<file path="config.mk">
export PLATFORM = sky130hd
export DESIGN_NAME = i2s_timing
export DESIGN_NICKNAME = d
export VERILOG_FILES = /design/src/rtl/i2s_timing.sv
export SDC_FILE = /design/constraint.sdc
export NUM_CORES = 1
export LEC_CHECK = 0
export BUFFER_PORTS_ARGS = -buffer_cell sky130_fd_sc_hd__buf_2
export CORE_ASPECT_RATIO = 0.9
export CORE_MARGIN = 1
export CORE_UTILIZATION = 23
export CTS_CLUSTER_DIAMETER = 100
export DETAILED_ROUTE_END_ITERATION = 12
export MAX_ROUTING_LAYER = met4
export PLACE_DENSITY = 0.51
export SKIP_CTS_REPAIR_TIMING = 1
export SYNTH_ARGS = -nofsm -noshare
export SYNTH_HDL_FRONTEND = slang
export SYNTH_SLANG_ARGS = --single-unit
</file>
<file path="constraint.sdc">
create_clock -name i_clk_12_288 -period 6.4 [get_ports i_clk_12_288]
set_clock_uncertainty 0.15 [all_clocks]
set_input_delay 0 -clock i_clk_12_288 [delete_from_list [all_inputs] [get_ports i_clk_12_288]]
set_output_delay 0 -clock i_clk_12_288 [all_outputs]
set_load 0.03 [all_outputs]
</file>
<file path="src/rtl/i2s_timing.sv">
// I2S bit-clock / word-select generator for the receive path: divides the master
// clock into SCLK and LRCLK and decodes per-bit strobes, bit index and frame pulse.
`ifndef DATA_BIT
`define DATA_BIT 24
`endif

module i2s_timing #(
    parameter int DATA_BIT = `DATA_BIT,
    parameter int SLOT_BIT = 32,
    parameter int SCLK_DIV = 4
) (
    input  logic                        i_clk_12_288,
    input  logic                        i_reset,
    input  logic                        i_enable,
    output logic                        o_sclk,
    output logic                        o_lrclk,
    output logic                        o_sclk_rise,
    output logic                        o_sclk_fall,
    output logic [$clog2(DATA_BIT)-1:0] o_count,
    output logic                        o_count_valid,
    output logic                        o_count_lrclk,
    output logic                        o_finish
);

    localparam int DIV_W = $clog2(SCLK_DIV);
    localparam int BIT_W = $clog2(2 * SLOT_BIT);
    localparam int CNT_W = $clog2(DATA_BIT);

    localparam logic [DIV_W-1:0] DIV_LAST = DIV_W'(SCLK_DIV - 1);
    localparam logic [DIV_W-1:0] DIV_HALF = DIV_W'(SCLK_DIV / 2);
    localparam logic [BIT_W-1:0] BIT_LAST = BIT_W'(2 * SLOT_BIT - 1);
    localparam logic [BIT_W-1:0] SLOT_LEN = BIT_W'(SLOT_BIT);
    localparam logic [BIT_W-1:0] DATA_LEN = BIT_W'(DATA_BIT);
    localparam logic [BIT_W-1:0] FIN_BIT  = BIT_W'(SLOT_BIT + DATA_BIT + 1);

    logic [DIV_W-1:0] div_cnt_r;
    logic [BIT_W-1:0] bit_cnt_r;
    logic             run_r;

    logic [DIV_W-1:0] div_cnt_s;
    logic [BIT_W-1:0] bit_cnt_s;
    logic             run_s;
    logic             first_s;
    logic [BIT_W-1:0] pos_s;
    logic [BIT_W-1:0] idx_s;
    logic             sclk_s;
    logic             lrclk_s;
    logic             rise_s;
    logic             fall_s;
    logic             valid_s;
    logic [CNT_W-1:0] count_s;
    logic             finish_s;

    // Counter next state; the first enabled cycle only arms run_r so every frame starts from zero.
    always_comb begin
        div_cnt_s = div_cnt_r;
        bit_cnt_s = bit_cnt_r;
        run_s     = 1'b0;
        first_s   = 1'b0;
        if (!i_enable) begin
            div_cnt_s = {DIV_W{1'b0}};
            bit_cnt_s = {BIT_W{1'b0}};
        end else begin
            run_s   = 1'b1;
            first_s = !run_r;
            if (!run_r) begin
                div_cnt_s = {DIV_W{1'b0}};
                bit_cnt_s = {BIT_W{1'b0}};
            end else if (div_cnt_r == DIV_LAST) begin
                div_cnt_s = {DIV_W{1'b0}};
                if (bit_cnt_r == BIT_LAST) begin
                    bit_cnt_s = {BIT_W{1'b0}};
                end else begin
                    bit_cnt_s = bit_cnt_r + BIT_W'(1);
                end
            end else begin
                div_cnt_s = div_cnt_r + DIV_W'(1);
            end
        end
    end

    // Output decode from next counter state, so registered outputs line up with the counters.
    always_comb begin
        pos_s    = (bit_cnt_s >= SLOT_LEN) ? (bit_cnt_s - SLOT_LEN) : bit_cnt_s;
        idx_s    = DATA_LEN - pos_s;
        sclk_s   = run_s && (div_cnt_s >= DIV_HALF);
        rise_s   = run_s && (div_cnt_s == DIV_HALF);
        fall_s   = run_s && !first_s && (div_cnt_s == {DIV_W{1'b0}});
        lrclk_s  = run_s && (bit_cnt_s >= SLOT_LEN);
        // One-bit I2S delay: slot position 0 carries no data, MSB sits at position 1.
        valid_s  = run_s && (pos_s != {BIT_W{1'b0}}) && (pos_s <= DATA_LEN);
        finish_s = run_s && (bit_cnt_s == FIN_BIT) && (div_cnt_s == {DIV_W{1'b0}});
        if (valid_s) begin
            count_s = idx_s[CNT_W-1:0];
        end else begin
            count_s = {CNT_W{1'b0}};
        end
    end

    // State and output registers with synchronous reset.
    always_ff @(posedge i_clk_12_288) begin
        if (i_reset) begin
            div_cnt_r     <= {DIV_W{1'b0}};
            bit_cnt_r     <= {BIT_W{1'b0}};
            run_r         <= 1'b0;
            o_sclk        <= 1'b0;
            o_lrclk       <= 1'b0;
            o_sclk_rise   <= 1'b0;
            o_sclk_fall   <= 1'b0;
            o_count       <= {CNT_W{1'b0}};
            o_count_valid <= 1'b0;
            o_count_lrclk <= 1'b0;
            o_finish      <= 1'b0;
        end else begin
            div_cnt_r     <= div_cnt_s;
            bit_cnt_r     <= bit_cnt_s;
            run_r         <= run_s;
            o_sclk        <= sclk_s;
            o_lrclk       <= lrclk_s;
            o_sclk_rise   <= rise_s;
            o_sclk_fall   <= fall_s;
            o_count       <= count_s;
            o_count_valid <= valid_s;
            o_count_lrclk <= lrclk_s;
            o_finish      <= finish_s;
        end
    end

endmodule

</file>
* After elaboration in Yosys (flattened, before gate mapping)
Index checks and enable logic that the tools add are counted.
** Cells by class
- Bitwise gates (word level) :: 1
- Equal/unequal tests :: 4
- Magnitude comparators :: 3
- Reduce and logical (&&, ||, !) cells :: 14
- Mux-type cells :: 10
- Add/subtract/negate cells :: 4
** Operators by type and width (number)
- 6-bit two-way mux :: 5
- 6-bit == test, second input constant :: 2
- 1-bit logical AND :: 9
- 6-bit by 1-bit adder with 6-bit output, second input constant :: 1
- 6-bit >= comparator, second input constant :: 1
- 6-bit by 5-bit less-or-equal comparator with 1-bit output, second input constant :: 1
- 2-bit two-way mux :: 3
- 6-bit nonzero test :: 1
- 6-bit subtractor, second input constant :: 1
- 5-bit subtractor, first input constant :: 1
- 2-bit == test, second input constant :: 2
- 2-bit by 1-bit adder with 2-bit output, second input constant :: 1
- 2-bit >= comparator, second input constant :: 1
- 1-bit logical NOT :: 2
- 2-bit logical NOT :: 1
- 1-bit two-way mux :: 2
- 2-bit OR reduction :: 1
- 1-bit NOT :: 1
** Storage, ports and cells
- Bits in registers :: 20

* Logic depth before layout (Yosys ltp)
Gate-level depths: netlist of run 1.
- Depth after elaboration :: 12
- Depth in mapped cells :: 8

* Least setup slack after synthesis of run 1
No wires, ideal clock.
- Kind :: register to register
- Start :: register div_cnt_r[1]
- End :: register o_count[3]
- Period minus slack after synthesis :: 2.139 ns
- Arrival time :: 1.919 ns
- Stages on the path, launching flop included :: 9
- Path slack :: 4.261 ns
- Setup time :: 0.070 ns
- Path through :: dfxtp_1 -> ha_1 -> buf_6 -> mux2_2 -> nand2_1 -> ha_1 -> nand2_2 -> a211o_1 -> a21oi_1
** Between the ends
- Word-level cells in the longest chain between the ends :: 11
- Elaborated cells between the ends (all ways) :: 14
- Classes of those cells :: 2 x add/sub; 2 x order compare; 1 x eq/ne; 4 x mux; 1 x bitwise; 4 x reduce/logical
** RTL lines
- start, declared :: RTL line 36 : logic [DIV_W-1:0] div_cnt_r;
- start signal, assigned :: RTL line 103 : div_cnt_r <= {DIV_W{1'b0}};
- start signal, assigned :: RTL line 115 : div_cnt_r <= div_cnt_s;
- 2-bit == test * :: RTL line 69 : end else if (div_cnt_r == DIV_LAST) begin
- 6-bit two-way mux * :: RTL line 69
- 6-bit two-way mux * :: RTL line 66 : if (!run_r) begin
- 6-bit two-way mux * :: RTL line 60 : if (!i_enable) begin
- 6-bit subtractor or 6-bit >= comparator (tied branches) :: RTL line 84 : pos_s = (bit_cnt_s >= SLOT_LEN) ? (bit_cnt_s - SLOT_LEN) : bit_cnt_s;
- 6-bit two-way mux * :: RTL line 84
- parallel branches: the longest is 5 deep, another holds 6-bit by 5-bit less-or-equal comparator with 1-bit output
- end signal, assigned :: RTL line 110 : o_count <= {CNT_W{1'b0}};
- end signal, assigned :: RTL line 122 : o_count <= count_s;
- end, declared :: RTL line 19 : output logic [$clog2(DATA_BIT)-1:0] o_count,
Mark *: on every way between the ends.
A chain may end at the register's enable or synchronous reset.

* Final worst setup path of run 1
- Start :: register div_cnt_r[1]
- End :: register o_count[1]
The elaborated chain is that of the path after synthesis.

==> reports/summary.txt, run 1 <==
row cnt = 20
Routed Antenna Nets = 0
final hold slack = -0.0180 ns
Core Region = 3500 um2
VDD IR max = 0.0000542 V
Max-Cap Viols = 0
Post-Route Setup TNS = 0 ns
most common flop cell mapped by yosys = dfxtp_1
final-report setup violation count = 0
Power Density = 200 nW/um2
Final Cycle Share = 0.363
root buffer cell = clkbuf_8
async set-reset flop share out of synthesis = 0
aggregate global-route resource usage = 0.0947
Crit path arrival time = 2.31 ns
Final Hold Vio Count = 3
I/O pin cnt = 15
Seq/Total Area, Yosys = 0.437
CTS sink cnt = 19
largest net degree at the start of global routing = 13
CP Launch Type = register
DRC Markers = 0
Least-Margin Pin Slew = 0.486 ns
Avg WL per Cell = 10.9 um
post-DP HPWL = 1.20 mm
Min-Delay Path Class = input port to register
die height = 60.3 um
Critical Path Sink Type = register
IO buf count = 14
number of library cell types mapped by synthesis = 36
Final min period = 2.33 ns
HP Start = i_enable
Gate Count Post-Synth = 89
initial core utilization = 0.248
First DRT Iteration DRCs = 12
vias in the first global route = 583
Worst Path Class, Setup = register to register
Fmax = 430 MHz
Post-Syn Area per Cell = 9.77 um2
RSZ-0062 raised after global routing = no
Area after DPL = 972 um2
final instance area = 1030 um2
via count = 674
via/cell ratio = 4.52
CP Max Fanout = 12
GR Overflow Total = 0
violated checks = negative hold slack
fin. max-slew vios = 0
relative slew slack = 0.676
CTS clk-pin slew, worst paths = 0.07 ns
Area Overhead vs Synth = 18.1%
WP data required = 6.39 ns
ANT cells = 0
CTS buffer count = 3
clk buf depth = 2
CP startpoint = div_cnt_r[1]
Die ar. = 4030 um2
Post-Syn Nets = 96
Filler cells = 372
first-pass GRT wire length = 2.68 mm
NumNets Final = 113
layout cells sized above 1 = 0.286
number of synthesized flops with an enable pin = 0
number of synthesized register bits = 19
Clk Latency, worst-skew pair = 0.25 ns
final wirelength = 1.62 mm
Yosys Warn Count = 0
Die W = 66.8 um
worst flop-to-flop path startpoint = div_cnt_r[1]
H-Tree Depth = 1
drt first pass iters = 4
outcome = complete, but fails checks
CTS tree = yes
GP Congestion = 0.827
initial antenna violation count = 0
Lkg Pwr = 0.449 nW
mapped cell area = 870 um2
[critical path, stage by stage (launching register included)]
cell and delay, ns:
dfxtp_1 0.31, ha_1 0.37, and3_1 0.28, a21oi_2 0.24, nand2_1 0.14, ha_1 0.26
nand4_1 0.11, a2bb2oi_1 0.26, nor2_1 0.08
[per-stage QoR]
| step | power, mW | util | worst slack, ns | cells |
|---|---|---|---|---|
| final | 0.206 | 0.293 | 4.08 | 149 |
| after global routing | 0.216 | 0.293 | 3.86 | 149 |
| after CTS | 0.209 | 0.290 | 4.07 | 148 |
| after detailed placement | 0.127 | 0.278 | 4.09 | 144 |
| after global placement | 0.127 | 0.278 | 4.14 | 144 |
| after floorplan | 0.125 | - | 4.26 | 89 |
[cells in the mapped netlist, types with 2 or more instances]
cell	number	area (um2)
a21oi_2	2	17.5
ha_1	4	50.1
nand4_2	2	25.0
dfxtp_1	19	380
nand2_1	5	18.8
and3_1	3	18.8
nor3_1	4	20.0
nor2_1	10	37.5
inv_1	3	11.3
nand2_2	4	25.0
xor2_1	3	26.3
nor4_1	2	12.5
a21oi_1	3	15.0
nor2b_1	3	18.8
[report_power, final]
part / total, mW / switching, mW / internal (mW)
registers: 0.119 / 0.000357 / 0.119
clock network: 0.0809 / 0.0367 / 0.0442
logic: 0.00560 / 0.00367 / 0.00193
total: 0.206 / 0.0408 / 0.165
[state kept, by name (all words and copies together), names as in the netlist]
register / count
o_count_lrclk: 1
div_cnt_r: 2
o_count: 5
o_count_valid: 1
bit_cnt_r: 6
o_sclk_fall: 1
o_sclk_rise: 1
o_finish: 1
run_r: 1
[cell type report]
type                    instances  area (um2)  share of cell area
multi-input cells              64         455               0.443
clock buffers                   4        45.0              0.0438
inverters                       3        11.3              0.0110
repair buffers                 15        80.1              0.0780
flip-flops and latches         19         380               0.370
well taps                      44        55.1              0.0536
[cells in the final DEF (no fill, tap or decap), drive strengths merged, types with 3 or more instances in the layout]
cell type | synthesis | routed
dfxtp | 19 | 19
buf | 2 | 14
nor2 | 10 | 10
nand2 | 9 | 9
a21oi | 5 | 5
nor3 | 4 | 4
ha | 4 | 4
and3 | 4 | 4
clkbuf | 1 | 4
xor2 | 3 | 3
inv | 3 | 3
nor2b | 3 | 3
nand4 | 3 | 3
[kinds of logic after synthesis]
kind of cell / after synthesis / share of synthesized area
AO/OA/AOI/OAI: 13 / 0.122
XOR/XNOR: 5 / 0.0590
adder cells (fa/ha/maj): 4 / 0.0576
buffers and inverters: 6 / 0.0388
flip-flops: 19 / 0.437
multiplexers: 1 / 0.0129
AND/OR/NAND/NOR: 41 / 0.272
[path summary, 6_finish.rpt]
| kind | depth (start not counted) | endpoint | slack, ns |
|---|---|---|---|
| setup / recovery | 8 | o_count[1] | 4.08 |
| setup reg to reg | 8 | o_count[1] | 4.08 |
| hold reg to reg | 1 | div_cnt_r[0] | 0.31 |
| hold / removal | 3 | run_r | -0.02 |
[metal layers]
| metal | vias up | share of wire | GRT usage |
|---|---|---|---|
| met5 | - | 0 | - |
| met2 | 23 | 0.40 | 0.127 |
| met4 | 0 | 0.013 | 0.0456 |
| li1 | 338 | - | - |
| met1 | 309 | 0.52 | 0.121 |
| met3 | 4 | 0.066 | 0.0395 |
No activity file was read; power rests on OpenSTA's default activity.
==> run 2, diff against run 1 <==
clock period = 2.2 ns   (was 6.4 ns; I/O delays follow)
==> reports/summary.txt, run 2 (synthesized netlist as in run 1, its figures left out) <==
final hold slack = -0.0350 ns
Worst Reg2Reg Path Length in Cells = 8
largest net degree at the start of global routing = 13
final-report setup violation count = 0
root buffer cell = clkbuf_8
WP data required = 2.24 ns
layout cells sized above 1 = 0.327
row cnt = 20
initial antenna violation count = 0
critical-path cell list = ha_1 > and3_1 > a21oi_4 > nand2_1 > ha_1 > nand2_2 > a211o_1 > a21oi_1
Clk Latency, worst-skew pair = 0.25 ns
M3 GR Usage = 0.0395
Least-Margin Pin Slew = 0.345 ns
hold path cells = 3
Final min period = 2.05 ns
outcome = complete, but fails checks
CP Max Fanout = 6
Crit path arrival time = 2.09 ns
fin cells = 154
final wirelength = 1.63 mm
met1 usage = 0.131
HP Start = i_enable
Critical Path Most Common Cell = ha_1
commonest non-fill, non-tap cells in the layout = dfxtp_1, buf_2, nor2_1
aggregate global-route resource usage = 0.102
RSZ-0062 raised after global routing = no
worst flop-to-flop path startpoint = div_cnt_r[0]
drt first pass iters = 4
VDD IR max = 0.000142 V
Final Hold Vio Count = 4
CP startpoint = div_cnt_r[0]
CTS clk-pin slew, worst paths = 0.07 ns
CP Launch Type = register
CTS sink cnt = 19
Die W = 66.8 um
initial core utilization = 0.248
ANT cells = 0
max reg flops = 6
Avg WL per Cell = 10.6 um
most common cell after layout, fill and taps aside = dfxtp_1
Regs by FF count = bit_cnt_r: 6 flops, o_count: 5 flops, div_cnt_r: 2 flops
Max-Cap Viols = 0
fin. max-slew vios = 0
Min-Delay Path Class = input port to register
grt peak-use layer = met2
Die ar. = 4030 um2
first-pass GRT wire length = 2.95 mm
via count = 688
Inst Count DP = 149
First DRT Iteration DRCs = 20
DRC Markers = 0
IO buf count = 14
GR Util met2 = 0.147
CTS buffer count = 3
die height = 60.3 um
Critical Path Sink Type = register
CTS tree = yes
vias in the first global route = 662
CP max stage delay = 0.35 ns
Final Cycle Share = 0.933
Core Region = 3500 um2
Area Overhead vs Synth = 24.0%
GR Overflow Total = 0
I/O pin cnt = 15
Worst Path Class, Setup = register to register
via/cell ratio = 4.47
Power Density = 558 nW/um2
Post-Route Setup TNS = 0 ns
Fmax = 487 MHz
Routed Antenna Nets = 0
Largest Register = bit_cnt_r
violated checks = negative hold slack
GP Congestion = 0.806
relative slew slack = 0.768
Lkg Pwr = 0.478 nW
Slowest-stage cell, CP = dfxtp_1
H-Tree Depth = 1
post-DP HPWL = 1.27 mm
clk buf depth = 2
NumNets Final = 118
==> run 2: cell types whose count changed in the layout (fill, tap and decap cells not counted), sizes merged <==
cell,delta
buf,+5
==> run 2: layer usage <==
layer  share of wire  wire length [um]
met1            0.53               864
met2            0.42               678
met3           0.045                74
met4          0.0086                14
met5               0                 0
==> run 2: power by group <==
part	total, mW	leakage (nW)	internal, mW	switching, mW
clock	0.238	0.0228	0.129	0.110
sequential	0.347	0.153	0.345	0.00105
combinational	0.0166	0.301	0.00607	0.0105
==> run 2: through the flow <==
step	utilization	total power [mW]	cell area, um2	hold slack, ns	setup WS [ns]
5_1_grt	0.308	0.632	1080	0.0146	0.0104
2_1_floorplan	-	0.364	870	-0.0628	0.0609
3_5_place_dp	0.288	0.369	1010	0.181	0.0652
6_report	0.308	0.602	1080	-0.0350	0.147
4_1_cts	0.301	0.610	1050	-0.0859	0.0424
3_3_place_gp	0.288	0.369	1010	0.180	0.122
==> run 2: area by class of cell <==
type	instances	area, um2
fillers	373	2420
flip-flops and latches	19	380
clock buffers	4	45.0
multi-input cells	64	469
repair buffers	20	118
inverters	3	11.3
well taps	44	55.1
==> run 2: worst max-delay path, delay by kind of cell (launching register included) <==
family	cells	cell delay [ns]
fa+ha+maj	2	0.51
compound gates	3	0.48
simple gates	3	0.50
flops	1	0.35
==> run 2: path summary, 6_finish.rpt <==
| kind | slack (ns) | to |
|---|---|---|
| setup / recovery | 0.15 | o_count[3] |
| hold / removal | -0.03 | run_r |
| setup reg to reg | 0.15 | o_count[3] |
| hold reg to reg | 0.31 | div_cnt_r[0] |
